$ cat config.mk
export PLATFORM = sky130hd
export DESIGN_NAME = control_sequencer_flat
export DESIGN_NICKNAME = d
export VERILOG_FILES = /design/src/rtl/control_sequencer_pkg.sv /design/src/rtl/control_sequencer_if.sv /design/src/rtl/control_sequencer_instr_decoder.sv /design/src/rtl/control_sequencer.sv /design/src/flat_wrapper.sv
export SDC_FILE = /design/constraint.sdc
export NUM_CORES = 1
export LEC_CHECK = 0
export ABC_AREA = 1
export CAP_MARGIN = 40
export CORE_MARGIN = 2
export CORE_UTILIZATION = 36
export CTS_CLUSTER_DIAMETER = 120
export DETAILED_ROUTE_END_ITERATION = 8
export GPL_ROUTABILITY_DRIVEN = 0
export PLACE_DENSITY = 0.88
export SLEW_MARGIN = 10
export SYNTH_ARGS = -nofsm -noshare
export SYNTH_HDL_FRONTEND = slang
export SYNTH_SLANG_ARGS = --single-unit
$ cat constraint.sdc
create_clock -name clk -period 1.3 [get_ports clk]
set_input_delay 0.195 -clock clk [delete_from_list [all_inputs] [get_ports clk]]
set_output_delay 0.195 -clock clk [all_outputs]
set_load 0.02 [all_outputs]
$ cat src/rtl/control_sequencer_pkg.sv
// Shared definitions for the control-step sequencer: opcode values, the
// T-state enum, decoder result types and bus-source bit positions.
// Optional feature macro: CTRL_SINGLE_STEP_EN (adds the STEPW state).
package control_sequencer_pkg;

    // Opcode field ir[31:27]
    localparam logic [4:0] OP_NOP  = 5'b00000;
    localparam logic [4:0] OP_AND  = 5'b00001;
    localparam logic [4:0] OP_OR   = 5'b00010;
    localparam logic [4:0] OP_SHR  = 5'b00011;
    localparam logic [4:0] OP_SHRA = 5'b00100;
    localparam logic [4:0] OP_SHL  = 5'b00101;
    localparam logic [4:0] OP_NOT  = 5'b00110;
    localparam logic [4:0] OP_HALT = 5'b11111;

    // Bit positions inside the one-hot bus source select
    localparam int SRC_R0  = 0;
    localparam int SRC_ZLO = 19;
    localparam int SRC_PC  = 20;
    localparam int SRC_MDR = 21;

    typedef enum logic [3:0] {
        S_IDLE,
        S_T0,
        S_T1,
        S_T2,
        S_T3,
        S_T4,
        S_T5,
        S_HALT,
        S_FAULT
`ifdef CTRL_SINGLE_STEP_EN
        , S_STEPW
`endif
    } state_t;

    typedef enum logic [2:0] {
        CLS_NOP,
        CLS_BIN,
        CLS_NOT,
        CLS_HALT,
        CLS_ILL
    } op_class_t;

    typedef enum logic [2:0] {
        ALU_NONE,
        ALU_AND,
        ALU_OR,
        ALU_SHR,
        ALU_SHRA,
        ALU_SHL,
        ALU_NOT
    } alu_op_t;

    typedef struct packed {
        op_class_t   cls;
        alu_op_t     alu;
        logic [15:0] ra_oh;
        logic [15:0] rb_oh;
        logic [15:0] rc_oh;
        logic        legal;
    } decode_t;

    function automatic logic [15:0] reg_onehot(input logic [3:0] r);
        return 16'b1 << r;
    endfunction

endpackage

$ cat src/rtl/control_sequencer_if.sv
// Connection between the control sequencer and the datapath/memory.
//   run, ir, mem_ready           : datapath -> sequencer
//   mem_rd, enc_sel, r_in,
//   y_in, zlo_in, mdr_in,
//   read_mdr, ir_in, pc_inc      : sequencer -> datapath control strobes
//   alu_*                        : ALU op lines (at most one high)
//   halted, fault                : sticky status
// master = sequencer side, slave = datapath side.
interface control_sequencer_if;
    logic        run;
    logic [31:0] ir;
    logic        mem_ready;
    logic        mem_rd;
    logic [31:0] enc_sel;
    logic [15:0] r_in;
    logic        y_in;
    logic        zlo_in;
    logic        mdr_in;
    logic        read_mdr;
    logic        ir_in;
    logic        pc_inc;
    logic        alu_and;
    logic        alu_or;
    logic        alu_not;
    logic        alu_shr;
    logic        alu_shra;
    logic        alu_shl;
    logic        halted;
    logic        fault;

    modport master (
        input  run, ir, mem_ready,
        output mem_rd, enc_sel, r_in, y_in, zlo_in, mdr_in, read_mdr, ir_in,
               pc_inc, alu_and, alu_or, alu_not, alu_shr, alu_shra, alu_shl,
               halted, fault
    );

    modport slave (
        output run, ir, mem_ready,
        input  mem_rd, enc_sel, r_in, y_in, zlo_in, mdr_in, read_mdr, ir_in,
               pc_inc, alu_and, alu_or, alu_not, alu_shr, alu_shra, alu_shl,
               halted, fault
    );
endinterface

$ cat src/rtl/control_sequencer_instr_decoder.sv
// Combinational instruction decoder.
//   ir  : instruction word (op=ir[31:27], ra=ir[26:23], rb=ir[22:19], rc=ir[18:15])
//   dec : operation class, ALU op, one-hot register selects, legal flag
module control_sequencer_instr_decoder
    import control_sequencer_pkg::*;
(
    input  logic [31:0] ir,
    output decode_t     dec
);
    // Low instruction bits carry no control information.
    logic unused_low_bits;
    assign unused_low_bits = ^ir[14:0];

    // NOTE: every field gets a default before the case so no path leaves a
    // value unassigned, which would otherwise infer a latch.
    always_comb begin
        dec.cls   = CLS_ILL;
        dec.alu   = ALU_NONE;
        dec.legal = 1'b1;
        dec.ra_oh = reg_onehot(ir[26:23]);
        dec.rb_oh = reg_onehot(ir[22:19]);
        dec.rc_oh = reg_onehot(ir[18:15]);
        case (ir[31:27])
            OP_NOP:  dec.cls = CLS_NOP;
            OP_AND:  begin dec.cls = CLS_BIN; dec.alu = ALU_AND;  end
            OP_OR:   begin dec.cls = CLS_BIN; dec.alu = ALU_OR;   end
            OP_SHR:  begin dec.cls = CLS_BIN; dec.alu = ALU_SHR;  end
            OP_SHRA: begin dec.cls = CLS_BIN; dec.alu = ALU_SHRA; end
            OP_SHL:  begin dec.cls = CLS_BIN; dec.alu = ALU_SHL;  end
            OP_NOT:  begin dec.cls = CLS_NOT; dec.alu = ALU_NOT;  end
            OP_HALT: dec.cls = CLS_HALT;
            default: dec.legal = 1'b0;
        endcase
    end
endmodule

$ cat src/rtl/control_sequencer.sv
// Control-step sequencer for the bus-based datapath. Steps fetch (T0..T2),
// decode (T3) and execute (T4, T5), waits on mem_ready in T0 with a timeout,
// and parks in HALT or FAULT until clr.
//   clk  : rising-edge clock
//   clr  : synchronous active-high reset
//   step : (only with CTRL_SINGLE_STEP_EN) each rising edge releases one instruction
//   bus  : control_sequencer_if.master (inputs run/ir/mem_ready, all strobes out)
// Parameter MEM_TIMEOUT: T0 cycles allowed without mem_ready before FAULT (1..255).
module control_sequencer
    import control_sequencer_pkg::*;
#(
    parameter int unsigned MEM_TIMEOUT = 15
) (
    input  logic clk,
    input  logic clr,
`ifdef CTRL_SINGLE_STEP_EN
    input  logic step,
`endif
    control_sequencer_if.master bus
);
    localparam logic [7:0] TIMEOUT_LAST = 8'(MEM_TIMEOUT - 1);

    state_t     state, state_nxt;
    logic [7:0] wait_cnt, wait_cnt_nxt;
    decode_t    dec;

    control_sequencer_instr_decoder u_instr_decoder (
        .ir  (bus.ir),
        .dec (dec)
    );

`ifdef CTRL_SINGLE_STEP_EN
    // A rising step seen while an instruction is still running is remembered,
    // so every pulse releases exactly one instruction.
    logic step_q, step_pend, step_go;
    assign step_go = step_pend | (step & ~step_q);
    localparam state_t S_NEXT = S_STEPW;

    always_ff @(posedge clk) begin
        if (clr) begin
            step_q    <= 1'b0;
            step_pend <= 1'b0;
        end else begin
            step_q <= step;
            if (state == S_STEPW && step_go)
                step_pend <= 1'b0;
            else if (step & ~step_q)
                step_pend <= 1'b1;
        end
    end
`else
    localparam state_t S_NEXT = S_T0;
`endif

    // NOTE: state registers use non-blocking assignments so every flop samples
    // pre-edge values regardless of block ordering.
    always_ff @(posedge clk) begin
        if (clr) begin
            state    <= S_IDLE;
            wait_cnt <= '0;
        end else begin
            state    <= state_nxt;
            wait_cnt <= wait_cnt_nxt;
        end
    end

    // Next state. wait_cnt only advances while T0 is stalled; it is zero on
    // every T0 entry. mem_ready is tested first so it beats the timeout.
    always_comb begin
        state_nxt    = state;
        wait_cnt_nxt = '0;
        case (state)
            S_IDLE: if (bus.run) state_nxt = S_NEXT;
            S_T0: begin
                if (bus.mem_ready)
                    state_nxt = S_T1;
                else if (wait_cnt == TIMEOUT_LAST)
                    state_nxt = S_FAULT;
                else
                    wait_cnt_nxt = wait_cnt + 8'd1;
            end
            S_T1: state_nxt = S_T2;
            S_T2: state_nxt = S_T3;
            S_T3: begin
                if (!dec.legal)
                    state_nxt = S_FAULT;
                else case (dec.cls)
                    CLS_BIN, CLS_NOT: state_nxt = S_T4;
                    CLS_HALT:         state_nxt = S_HALT;
                    CLS_NOP:          state_nxt = S_NEXT;
                    default:          state_nxt = S_FAULT;
                endcase
            end
            S_T4: state_nxt = S_T5;
            S_T5: state_nxt = bus.run ? S_NEXT : S_IDLE;
            S_HALT, S_FAULT: state_nxt = state;
`ifdef CTRL_SINGLE_STEP_EN
            S_STEPW: if (step_go) state_nxt = S_T0;
`endif
            default: state_nxt = S_FAULT;
        endcase
    end

    // Moore output decode; operand selects come from the held IR.
    always_comb begin
        bus.mem_rd   = 1'b0;
        bus.enc_sel  = '0;
        bus.r_in     = '0;
        bus.y_in     = 1'b0;
        bus.zlo_in   = 1'b0;
        bus.mdr_in   = 1'b0;
        bus.read_mdr = 1'b0;
        bus.ir_in    = 1'b0;
        bus.pc_inc   = 1'b0;
        bus.alu_and  = 1'b0;
        bus.alu_or   = 1'b0;
        bus.alu_not  = 1'b0;
        bus.alu_shr  = 1'b0;
        bus.alu_shra = 1'b0;
        bus.alu_shl  = 1'b0;
        bus.halted   = 1'b0;
        bus.fault    = 1'b0;
        case (state)
            S_T0: begin
                bus.mem_rd          = 1'b1;
                bus.enc_sel[SRC_PC] = 1'b1;
            end
            S_T1: begin
                bus.read_mdr = 1'b1;
                bus.mdr_in   = 1'b1;
                bus.pc_inc   = 1'b1;
            end
            S_T2: begin
                bus.enc_sel[SRC_MDR] = 1'b1;
                bus.ir_in            = 1'b1;
            end
            S_T3: begin
                // NOT has a single operand and goes straight to the ALU in T4.
                if (dec.cls == CLS_BIN) begin
                    bus.enc_sel[SRC_R0 +: 16] = dec.rb_oh;
                    bus.y_in                  = 1'b1;
                end
            end
            S_T4: begin
                bus.enc_sel[SRC_R0 +: 16] = (dec.cls == CLS_NOT) ? dec.rb_oh : dec.rc_oh;
                bus.zlo_in = 1'b1;
                case (dec.alu)
                    ALU_AND:  bus.alu_and  = 1'b1;
                    ALU_OR:   bus.alu_or   = 1'b1;
                    ALU_SHR:  bus.alu_shr  = 1'b1;
                    ALU_SHRA: bus.alu_shra = 1'b1;
                    ALU_SHL:  bus.alu_shl  = 1'b1;
                    ALU_NOT:  bus.alu_not  = 1'b1;
                    default:  ;
                endcase
            end
            S_T5: begin
                bus.enc_sel[SRC_ZLO] = 1'b1;
                bus.r_in             = dec.ra_oh;
            end
            S_HALT:  bus.halted = 1'b1;
            S_FAULT: bus.fault  = 1'b1;
            default: ;
        endcase
    end
endmodule
$ cat src/flat_wrapper.sv
// flat-port wrapper written by rule: the top's interface ports become plain ports
module control_sequencer_flat import control_sequencer_pkg::*;
#(
    parameter int unsigned MEM_TIMEOUT = 15
)
  (clk, clr, bus_run, bus_ir, bus_mem_ready, bus_mem_rd, bus_enc_sel, bus_r_in, bus_y_in, bus_zlo_in, bus_mdr_in, bus_read_mdr, bus_ir_in, bus_pc_inc, bus_alu_and, bus_alu_or, bus_alu_not, bus_alu_shr, bus_alu_shra, bus_alu_shl, bus_halted, bus_fault);
  control_sequencer_if bus_i ();
  input  logic clk;
  input  logic clr;
  input wire logic [$bits(bus_i.run)-1:0] bus_run;
  input wire logic [$bits(bus_i.ir)-1:0] bus_ir;
  input wire logic [$bits(bus_i.mem_ready)-1:0] bus_mem_ready;
  output wire logic [$bits(bus_i.mem_rd)-1:0] bus_mem_rd;
  output wire logic [$bits(bus_i.enc_sel)-1:0] bus_enc_sel;
  output wire logic [$bits(bus_i.r_in)-1:0] bus_r_in;
  output wire logic [$bits(bus_i.y_in)-1:0] bus_y_in;
  output wire logic [$bits(bus_i.zlo_in)-1:0] bus_zlo_in;
  output wire logic [$bits(bus_i.mdr_in)-1:0] bus_mdr_in;
  output wire logic [$bits(bus_i.read_mdr)-1:0] bus_read_mdr;
  output wire logic [$bits(bus_i.ir_in)-1:0] bus_ir_in;
  output wire logic [$bits(bus_i.pc_inc)-1:0] bus_pc_inc;
  output wire logic [$bits(bus_i.alu_and)-1:0] bus_alu_and;
  output wire logic [$bits(bus_i.alu_or)-1:0] bus_alu_or;
  output wire logic [$bits(bus_i.alu_not)-1:0] bus_alu_not;
  output wire logic [$bits(bus_i.alu_shr)-1:0] bus_alu_shr;
  output wire logic [$bits(bus_i.alu_shra)-1:0] bus_alu_shra;
  output wire logic [$bits(bus_i.alu_shl)-1:0] bus_alu_shl;
  output wire logic [$bits(bus_i.halted)-1:0] bus_halted;
  output wire logic [$bits(bus_i.fault)-1:0] bus_fault;
  assign bus_i.run = bus_run;
  assign bus_i.ir = bus_ir;
  assign bus_i.mem_ready = bus_mem_ready;
  assign bus_mem_rd = bus_i.mem_rd;
  assign bus_enc_sel = bus_i.enc_sel;
  assign bus_r_in = bus_i.r_in;
  assign bus_y_in = bus_i.y_in;
  assign bus_zlo_in = bus_i.zlo_in;
  assign bus_mdr_in = bus_i.mdr_in;
  assign bus_read_mdr = bus_i.read_mdr;
  assign bus_ir_in = bus_i.ir_in;
  assign bus_pc_inc = bus_i.pc_inc;
  assign bus_alu_and = bus_i.alu_and;
  assign bus_alu_or = bus_i.alu_or;
  assign bus_alu_not = bus_i.alu_not;
  assign bus_alu_shr = bus_i.alu_shr;
  assign bus_alu_shra = bus_i.alu_shra;
  assign bus_alu_shl = bus_i.alu_shl;
  assign bus_halted = bus_i.halted;
  assign bus_fault = bus_i.fault;
  control_sequencer #(.MEM_TIMEOUT(MEM_TIMEOUT)) u_core (.clk(clk), .clr(clr), .bus(bus_i));
endmodule
==> metrics.md, run 1 <==
| Metric | Value |
|---|---|
| Status | `finished with violations` |
| Post-layout net count | `483` |
| Finished Layout Cells | `511` |
| Htree depth | `1` |
| Combinational family with the most area after synthesis | `simple AND/OR/NAND/NOR gates` |
| Routed len/inst | `19.62 um` |
| Routed wire length | `between 10 and 15 mm` |
| # Max-Cap Violations | `0` |
| Post-DRT Antenna Nets | `0` |
| Vias in the first global route | `2755` |
| CP Data Arrival Time | `1.60 ns` |
| Largest net degree at the start of global routing | `17` |
| Clock buffer depth | `2` |
| Post-route setup slack | `-0.4991 ns` |
| Yosys cell types | `36` |
| Failing checks | `setup timing` |
| Worst Skew | `0.007565 ns` |
| Simple-gate share of the synthesized area | `0.4668` |
| Layout cell share with drive strength beyond 1 | `0.6171` |
| Vias | `2923` |
| Num CTS Buffers | `3` |
| Unrepaired setup endpoints after global routing | `yes` |
| Max VDD drop | `approximately 0.45 mV` |
| Drc violations | `0` |
| CP Class | `reg -> out` |
| Leakage power | `1.682 nW` |
| Syn avg cell area | `6.026 um^2` |
| Root Driver | `clkbuf_8` |
| CTS tree | `yes` |
| Critical Path Source | `u_core.state[2]` |
| IO buf count | `70` |
| Period Utilization, post-route | `1.384` |
| Die Wd | `74.15 um` |
| I/O pin total | `99` |
| Design area | `around 4000 um^2` |
| Total grt overflow | `0` |
| DPL Wire Length | `a little under 5 mm` |
| Area grow syn2layout | `124.3%` |
| Die area | `~5500 um^2` |
| GRT Total Usage | `0.3097` |
| Max Clock Freq | `555.8 MHz` |
| Sequential cell area fraction in the yosys report | `0.1356` |
| Hold Path Class | `reg -> reg` |
| Max FO, Critical Path | `5` |
| Chip height | `74.15 um` |
| Final setup viols | `62` |
| CTS Hold Buffers Added | `0` |
| Synthesized instance count | `294` |
| Initial antenna violation count | `0` |
| Post-Synth Adder-Cell Area | `0.01412` |
| Drt first pass iters | `5` |
| CP endpoint kind | `output port` |
| Multiplexer area fraction after synthesis | `0` |
| CP required | `1.11 ns` |
| Worst Setup Start Kind | `register` |
| Starting density of the core | `0.3751` |
| Fillers | `232` |
| Placeable core area | `4723 um^2` |
| Clk slew on worst S/H paths | `roughly 0.070 ns` |
| Synth Area in Compound Gates | `0.1645` |
| Synth warnings | `0` |
| N_diodes | `0` |
| Placement Cell Area | `~3100 um^2` |
| Post-DR vias/cell | `5.720` |
| Final Hold Viols | `0` |
| Pins over their slew limit | `0` |
| Worst skew pair latency | `0.25 ns` |
| Power density cells | `739.4 nW/um^2` |
| Post-Synth XOR/XNOR Area | `0.01977` |
| Mapped cell area | `~1800 um^2` |
| Iteration-0 DRC count of the detailed router | `386` |
| Synth Register Bits | `12` |
| First-pass GRT wire length | `around 13 mm` |
| Period minus WS final | `1.799 ns` |
| Clock sink total | `12` |
| Dpl cells | `480` |
| R2R Path Start | `u_core.state[2]` |
| FP Rows | `25` |
| Worst hold path startpoint | `u_core.wait_cnt[3]` |
[worst max-delay path: stages (launching register included)]
cell and delay [ns]:
dfxtp_2 0.36, inv_4 0.06, nor2_4 0.15, nand3_4 0.13, buf_12 0.19, clkinv_8 0.06
nand2_1 0.10, o22ai_4 0.15, buf_6 0.14
[final cells by class]
class | count | area (um^2) | share of cell area
multi-input cells | 228 | 1823 | 0.4588
repair buffers | 158 | 1531 | 0.3854
flip-flops and latches | 12 | 252.7 | 0.06360
inverters | 39 | 183.9 | 0.04628
well taps | 67 | 83.83 | 0.02110
clock buffers | 4 | 55.05 | 0.01385
repair inverters | 3 | 43.79 | 0.01102
[layout by cell type (no fill, tap or decap), types with 8 or more instances in the layout]
cell,count
dfxtp_1,8
nand2_1,33
dlygate4sd2_1,9
conb_1,13
o21ai_2,9
inv_2,11
nand2_2,8
nand3_1,28
clkdlybuf4s50_1,8
nand4_1,11
nor2_4,32
buf_6,70
inv_1,22
buf_4,64
o21ai_4,11
nor2_2,9
[synthesized netlist by cell type (all sizes together)]
library cell / instances / share of area
o21bai: 1 / 0.0042
a21oi: 11 / 0.037
ha: 2 / 0.014
xor2: 2 / 0.0099
nand4: 12 / 0.046
clkinv: 1 / 0.0049
clkbuf: 1 / 0.0021
nor4: 3 / 0.019
nand2: 48 / 0.12
xnor2: 2 / 0.0099
o21ai: 33 / 0.093
or2: 1 / 0.0035
o22ai: 3 / 0.021
inv: 38 / 0.081
nor2: 48 / 0.13
nand3b: 1 / 0.0042
nor3: 7 / 0.025
conb: 1 / 0.0021
dfxtp: 12 / 0.14
nand3: 39 / 0.12
buf: 26 / 0.11
o211ai: 2 / 0.0085
[metal layers]
metal,vias to the layer above,GRT usage,part of all wire
met5,-,0,0
met4,0,0.1636,0.069
met1,1361,0.3377,0.36
met3,78,0.05556,0.086
met2,236,0.5665,0.49
li1,1248,-,-
[cell families after synthesis]
group           after synthesis
compound gates               50
xor+xnor                      4
fa+ha+maj                     2
buf+inv                      66
flops                        12
other cells                   1
simple gates                159
[repair_timing]
action / 4_1_cts / 5_1_grt
setup buffers: 23 / 8
pin swaps: 22 / 18
cloned: 3 / 1
gates resized for setup: 406 / 47
endpoints found under the setup margin: 62 / 62
[stage by stage]
| step | setup slack (ns) | util | TNS [ns] | hold WS [ns] | power, mW |
|---|---|---|---|---|---|
| detailed placement | -1.143 | 0.6636 | -38.62 | 0.4858 | 1.728 |
| CTS | -0.4055 | 0.7939 | -16.88 | 0.5007 | 2.603 |
| floorplan | -0.2623 | - | -5.092 | 0.2567 | 1.226 |
| global placement | -1.034 | 0.6636 | -36.17 | 0.4687 | 1.690 |
| global route | -0.5281 | 0.8413 | -24.13 | 0.5323 | 3.019 |
| finish | -0.4991 | 0.8413 | -22.67 | 0.5132 | 2.938 |
[state kept, by name (all words and copies together) (netlist names)]
register         count
u_core.wait_cnt      8
u_core.state         4
[report_power, final]
group          total, mW  leakage [nW]  internal [mW]  switching, mW
Clock              0.443        0.0288          0.269          0.174
Sequential         0.508        0.0997          0.425         0.0825
Combinational       1.99          1.55          0.909           1.08
[worst paths after layout]
path | endpoint | slack, ns | cells past startpoint
worst min register to register | u_core.wait_cnt[3] | 0.51 | 2
worst max register to register | u_core.state[0] | -0.29 | 9
worst min-delay path | u_core.wait_cnt[3] | 0.51 | 2
worst max-delay path | bus_enc_sel[2] | -0.50 | 8
(Power assumes the default switching activity.)
==> run 2: changes to the inputs <==
--- a/config.mk
+++ b/config.mk
@@ -8,11 +8,11 @@
 export ABC_AREA = 1
 export CAP_MARGIN = 40
 export CORE_MARGIN = 2
-export CORE_UTILIZATION = 36
+export CORE_UTILIZATION = 39
 export CTS_CLUSTER_DIAMETER = 120
 export DETAILED_ROUTE_END_ITERATION = 8
 export GPL_ROUTABILITY_DRIVEN = 0
-export PLACE_DENSITY = 0.88
+export PLACE_DENSITY = 0.9
 export SLEW_MARGIN = 10
 export SYNTH_ARGS = -nofsm -noshare
 export SYNTH_HDL_FRONTEND = slang
==> constraint.sdc (replaced) <==
create_clock -name clk -period 2 [get_ports clk]
set_input_delay 0.3 -clock clk [delete_from_list [all_inputs] [get_ports clk]]
set_output_delay 0.3 -clock clk [all_outputs]
set_load 0.02 [all_outputs]
==> metrics.md, run 2 (synthesis gave the netlist of run 1 again) <==
| Metric | Value |
|---|---|
| Drc violations | `0` |
| Met2 wire length | `~2.8 mm` |
| Wire length on met1 | `2.253 mm` |
| Leakage power | `1.345 nW` |
| Total grt overflow | `0` |
| Layout cell share with drive strength beyond 1 | `0.3500` |
| Most flops, register | `u_core.wait_cnt` |
| Clock buffer depth | `2` |
| Crit-path max cell delay | `0.43 ns` |
| Multi-input logic area | `roughly 1300 um^2` |
| Worst hold path startpoint | `u_core.wait_cnt[3]` |
| Met3 WL | `526 um` |
| Post-layout net count | `439` |
| Power density cells | `466.6 nW/um^2` |
| Clk slew on worst S/H paths | `0.05 ns` |
| Vias in the first global route | `2074` |
| Die area | `roughly 5100 um^2` |
| Worst Setup Start Kind | `input pin` |
| Fin Setup TNS | `0 ns` |
| Reg2Reg Depth | `8` |
| Hold path cells | `2` |
| DPL Wire Length | `~4.5 mm` |
| Chip height | `71.40 um` |
| Worst reg2reg endpoint | `u_core.state[3]` |
| Worst skew pair latency | `0.24 ns` |
| GRT Total Usage | `0.2088` |
| CP Class | `in -> out` |
| Most frequent cells in the layout | `buf_4, nand2_1, nand3_1, nor2_1, inv_1` |
| R2R Path Start | `u_core.state[3]` |
| Pins over their slew limit | `0` |
| Clock sink total | `12` |
| Commonest non-fill, non-tap cell in the layout | `buf_4` |
| Vias | `2318` |
| Pre-CTS WS | `-0.4992 ns` |
| Area grow syn2layout | `53.32%` |
| CP max stage cell | `clkdlybuf4s50_1` |
| Flop2flop setup slack | `0.59 ns` |
| Fillers | `426` |
| Routed wire length | `5.630 mm` |
| CTS Hold Buffers Added | `0` |
| Post-DRT Antenna Nets | `0` |
| Largest net degree at the start of global routing | `15` |
| Design area | `2716 um^2` |
| CP required | `1.70 ns` |
| CTS tree | `yes` |
| Max VDD drop | `0.6356 mV` |
| IO buf count | `70` |
| Max FO, Critical Path | `4` |
| Post-route setup slack | `0.01331 ns` |
| Num CTS Buffers | `3` |
| Highest metal used | `met4` |
| N_diodes | `0` |
| Placement Cell Area | `2753 um^2` |
| Crit path cell chain | `clkdlybuf4s50_1 -> inv_1 -> buf_4 -> nand3_1 -> o21ai_0 -> nand3_1 -> o21ai_1 -> buf_4` |
| CP endpoint kind | `output port` |
| Top Registers | `u_core.wait_cnt x8, u_core.state x4` |
| Reg area | `241.5 um^2` |
| Worst Skew | `~0.0073 ns` |
| Final Hold Viols | `0` |
| Period minus WS final | `just under 2 ns` |
| Drt first pass iters | `5` |
| First-pass GRT wire length | `8.935 mm` |
| Status | `finished, final reports clean` |
| Starting density of the core | `0.4069` |
| Htree depth | `1` |
| CP Data Arrival Time | `1.69 ns` |
| Post-DR vias/cell | `5.128` |
| FP Rows | `24` |
| Max Clock Freq | `503.3 MHz` |
| # Max-Cap Violations | `0` |
| Routed len/inst | `between 10 and 15 um` |
| Hold Path Class | `reg -> reg` |
| Placeable core area | `4354 um^2` |
| Max reg flops | `8` |
| Util after Layout | `0.6239` |
| Iteration-0 DRC count of the detailed router | `179` |
| Die Wd | `71.40 um` |
| Root Driver | `clkbuf_8` |
| Final setup viols | `0` |
| Period Utilization, post-route | `0.9933` |
| I/O pin total | `99` |
| Hold EP | `u_core.wait_cnt[3]` |
| Initial antenna violation count | `0` |
## run 2: worst max path at each step
| stage | startpoint | endpoint | cells after the start |
|---|---|---|---|
| floorplan | u_core.state[0] | bus_r_in[0] | 4 |
| global placement | bus_ir[28] | bus_enc_sel[12] | 9 |
| detailed placement | bus_ir[28] | bus_enc_sel[6] | 9 |
| CTS | bus_ir[28] | bus_enc_sel[9] | 9 |
| global route | bus_ir[15] | bus_enc_sel[6] | 8 |
| finish | bus_ir[15] | bus_enc_sel[6] | 8 |
## run 2: timing repair
item                                    4_1_cts  5_1_grt
buffers inserted                              2        0
gates resized for setup                     153       37
endpoints found under the setup margin       50       39
gates cloned                                  0        1
pin swaps                                     1        1
## run 2: power breakdown
part / total, mW / internal, mW / switching [mW]
logic: 0.698 / 0.285 / 0.413
clock network: 0.262 / 0.174 / 0.0887
registers: 0.307 / 0.267 / 0.0399
total: 1.27 / 0.726 / 0.541
## run 2: per-layer routing
metal / track usage / up-vias
li1: - / 1158
met1: 0.2504 / 1036
met2: 0.3930 / 120
met3: 0.05204 / 4
met4: 0.008386 / 0
met5: 0 / -
## run 2: worst max-delay path: cells and delay by family
| kind | cells | cell delay [ns] |
|---|---|---|
| AOI/OAI and AO/OA | 2 | 0.32 |
| buffers and inverters | 4 | 0.89 |
| and+or+nand+nor | 2 | 0.17 |
## run 2: cell type report
class | instances | share of cell area
Clock buffer | 4 | 0.02027
Inverter | 39 | 0.05758
Multi-Input combinational cell | 228 | 0.4680
Sequential cell | 12 | 0.08890
Tap cell | 52 | 0.02395
Timing Repair Buffer | 117 | 0.3413
## run 2: stage by stage
step / hold slack [ns] / cells / power [mW]
2_1_floorplan: 0.3624 / 306 / 0.7677
6_report: 0.5061 / 452 / 1.268
3_3_place_gp: 0.4687 / 445 / 1.001
3_5_place_dp: 0.4920 / 445 / 1.022
5_1_grt: 0.5237 / 452 / 1.352
4_1_cts: 0.5083 / 451 / 1.262
==> run 3: changes to the inputs <==
--- a/config.mk
+++ b/config.mk
@@ -13,6 +13,7 @@
 export DETAILED_ROUTE_END_ITERATION = 8
 export GPL_ROUTABILITY_DRIVEN = 0
 export PLACE_DENSITY = 0.9
+export SKIP_LAST_GASP = 1
 export SLEW_MARGIN = 10
 export SYNTH_ARGS = -nofsm -noshare
 export SYNTH_HDL_FRONTEND = slang
==> metrics.md, run 3 (synthesis gave the netlist of run 1 again) <==
| Metric | Value |
|---|---|
| Post-DR vias/cell | `5.121` |
| Max FO, Critical Path | `4` |
| CP endpoint kind | `output port` |
| CP most frequent cell | `nand3_1` |
| IO buf count | `70` |
| First-pass GRT wire length | `around 8.9 mm` |
| Chip height | `71.40 um` |
| Starting density of the core | `0.4069` |
| Routed len/inst | `12.43 um` |
| Htree depth | `1` |
| Top Registers | `u_core.wait_cnt x8, u_core.state x4` |
| I/O pin total | `99` |
| CP required | `1.70 ns` |
| CP Class | `in -> out` |
| Post-DRT Antenna Nets | `0` |
| Leakage power | `1.357 nW` |
| Placeable core area | `4354 um^2` |
| Final Hold Viols | `0` |
| Most flops, register | `u_core.wait_cnt` |
| CTS Hold Buffers Added | `0` |
| CP max stage cell | `clkdlybuf4s50_1` |
| Fin Setup TNS | `0 ns` |
| Iteration-0 DRC count of the detailed router | `240` |
| Most frequent cells in the layout | `buf_4, nand2_1, nand3_1, nor2_1, inv_1` |
| Final setup viols | `0` |
| Total grt overflow | `0` |
| Max VDD drop | `0.6356 mV` |
| Worst Skew | `0.007315 ns` |
| CP Data Arrival Time | `1.65 ns` |
| Post-layout net count | `442` |
| Reg area | `241.5 um^2` |
| Met2 wire length | `2.837 mm` |
| CTS tree | `yes` |
| Vias in the first global route | `2071` |
| Period Utilization, post-route | `0.9750` |
| Max Clock Freq | `roughly 510 MHz` |
| Met3 WL | `557 um` |
| Worst skew pair latency | `0.24 ns` |
| Family with the most delay on the worst path | `buffers and inverters` |
| Largest net degree at the start of global routing | `15` |
| Pins over their slew limit | `0` |
| Fillers | `425` |
| Worst Setup Start Kind | `input pin` |
| Crit-path max cell delay | `between 0.4 and 0.5 ns` |
| Initial antenna violation count | `0` |
| Die area | `5098 um^2` |
| Power, Total | `1.270 mW` |
| DPL Wire Length | `~4.5 mm` |
| Wire length on met1 | `about 2.2 mm` |
| Drt first pass iters | `4` |
| Multi-input logic area | `1271 um^2` |
| Commonest non-fill, non-tap cell in the layout | `buf_4` |
| Clock sink total | `12` |
| Routed wire length | `between 5 and 6 mm` |
| Max reg flops | `8` |
| Die Wd | `71.40 um` |
| Clk slew on worst S/H paths | `0.05 ns` |
| Highest metal used | `met4` |
| Area grow syn2layout | `53.81%` |
| Critical path buffer and inverter count | `4` |
| Num CTS Buffers | `3` |
| Status | `finished, final reports clean` |
| GRT Total Usage | `0.2085` |
| Vias | `around 2300` |
| Root Driver | `clkbuf_8` |
| Power density cells | `466.1 nW/um^2` |
| Clock buffer depth | `2` |
| Crit path cell chain | `clkdlybuf4s50_1 -> inv_1 -> buf_4 -> nand3_1 -> o21ai_0 -> nand3_1 -> o21ai_1 -> clkbuf_2` |
| FP Rows | `24` |
| Hold Path Class | `reg -> reg` |
| Drc violations | `0` |
| Period minus WS final | `1.950 ns` |
| N_diodes | `0` |
| Util after Layout | `0.6259` |
| # Max-Cap Violations | `0` |
| Unrepaired setup endpoints after global routing | `yes` |
| Layout cell share with drive strength beyond 1 | `0.3573` |
## run 3: cell types whose count changed in the layout (fill, tap and decap cells not counted), sizes merged
cell and delta:
buf +1, clkdlybuf4s15 -1, clkinv +1, clkbuf +2
## run 3: path summary, 6_finish.rpt
path | start | endpoint | slack, ns | cells past startpoint
hold / removal | u_core.wait_cnt[0] | u_core.wait_cnt[0] | 0.51 | 1
hold reg to reg | u_core.wait_cnt[0] | u_core.wait_cnt[0] | 0.51 | 1
setup reg to reg | u_core.state[3] | u_core.state[3] | 0.58 | 8
setup / recovery | bus_ir[15] | bus_enc_sel[6] | 0.05 | 8
## run 3: worst reg2reg max path, delay by kind of cell, from the launching register on
kind                   cells  cell delay [ns]
AOI/OAI and AO/OA          1             0.11
buffers and inverters      2             0.31
DFF                        1             0.33
and+or+nand+nor            5             0.58
## run 3: report_power, final
part / total [mW] / internal, mW / switching (mW)
clock network: 0.263 / 0.174 / 0.0888
registers: 0.308 / 0.268 / 0.0401
logic: 0.700 / 0.286 / 0.414
## run 3: area by class of cell
class,count,area share
multi-input cells,228,0.4665
repair buffers,119,0.3416
flip-flops and latches,12,0.08861
inverters,39,0.05739
well taps,52,0.02388
clock buffers,4,0.02020
repair inverters,1,0.001837
## run 3: what timing repair did
| action | in CTS | in global routing |
|---|---|---|
| endpoints found under the hold margin | 0 | 0 |
| gates resized for setup | 149 | 39 |
| pin swaps | 1 | 1 |
| setup buffers | 2 | 2 |
| endpoints found under the setup margin | 50 | 39 |
| cloned | 0 | 2 |
## run 3: per-stage QoR
stage               hold slack [ns]  instances  setup WS [ns]  area (um^2)
floorplan                    0.3624        306         0.2456         1817
global placement             0.4687        445        -0.4618         2753
detailed placement           0.4920        445        -0.4992         2753
CTS                          0.5083        451        -0.1684         2768
global route                 0.5237        455       -0.03974         2725
finish                       0.5055        455        0.05007         2725
## run 3: layer usage
metal / GRT usage / vias up
met5: 0 / -
met4: 0.008386 / 0
met3: 0.05204 / 2
met2: 0.3920 / 127
met1: 0.2504 / 1035
li1: - / 1166
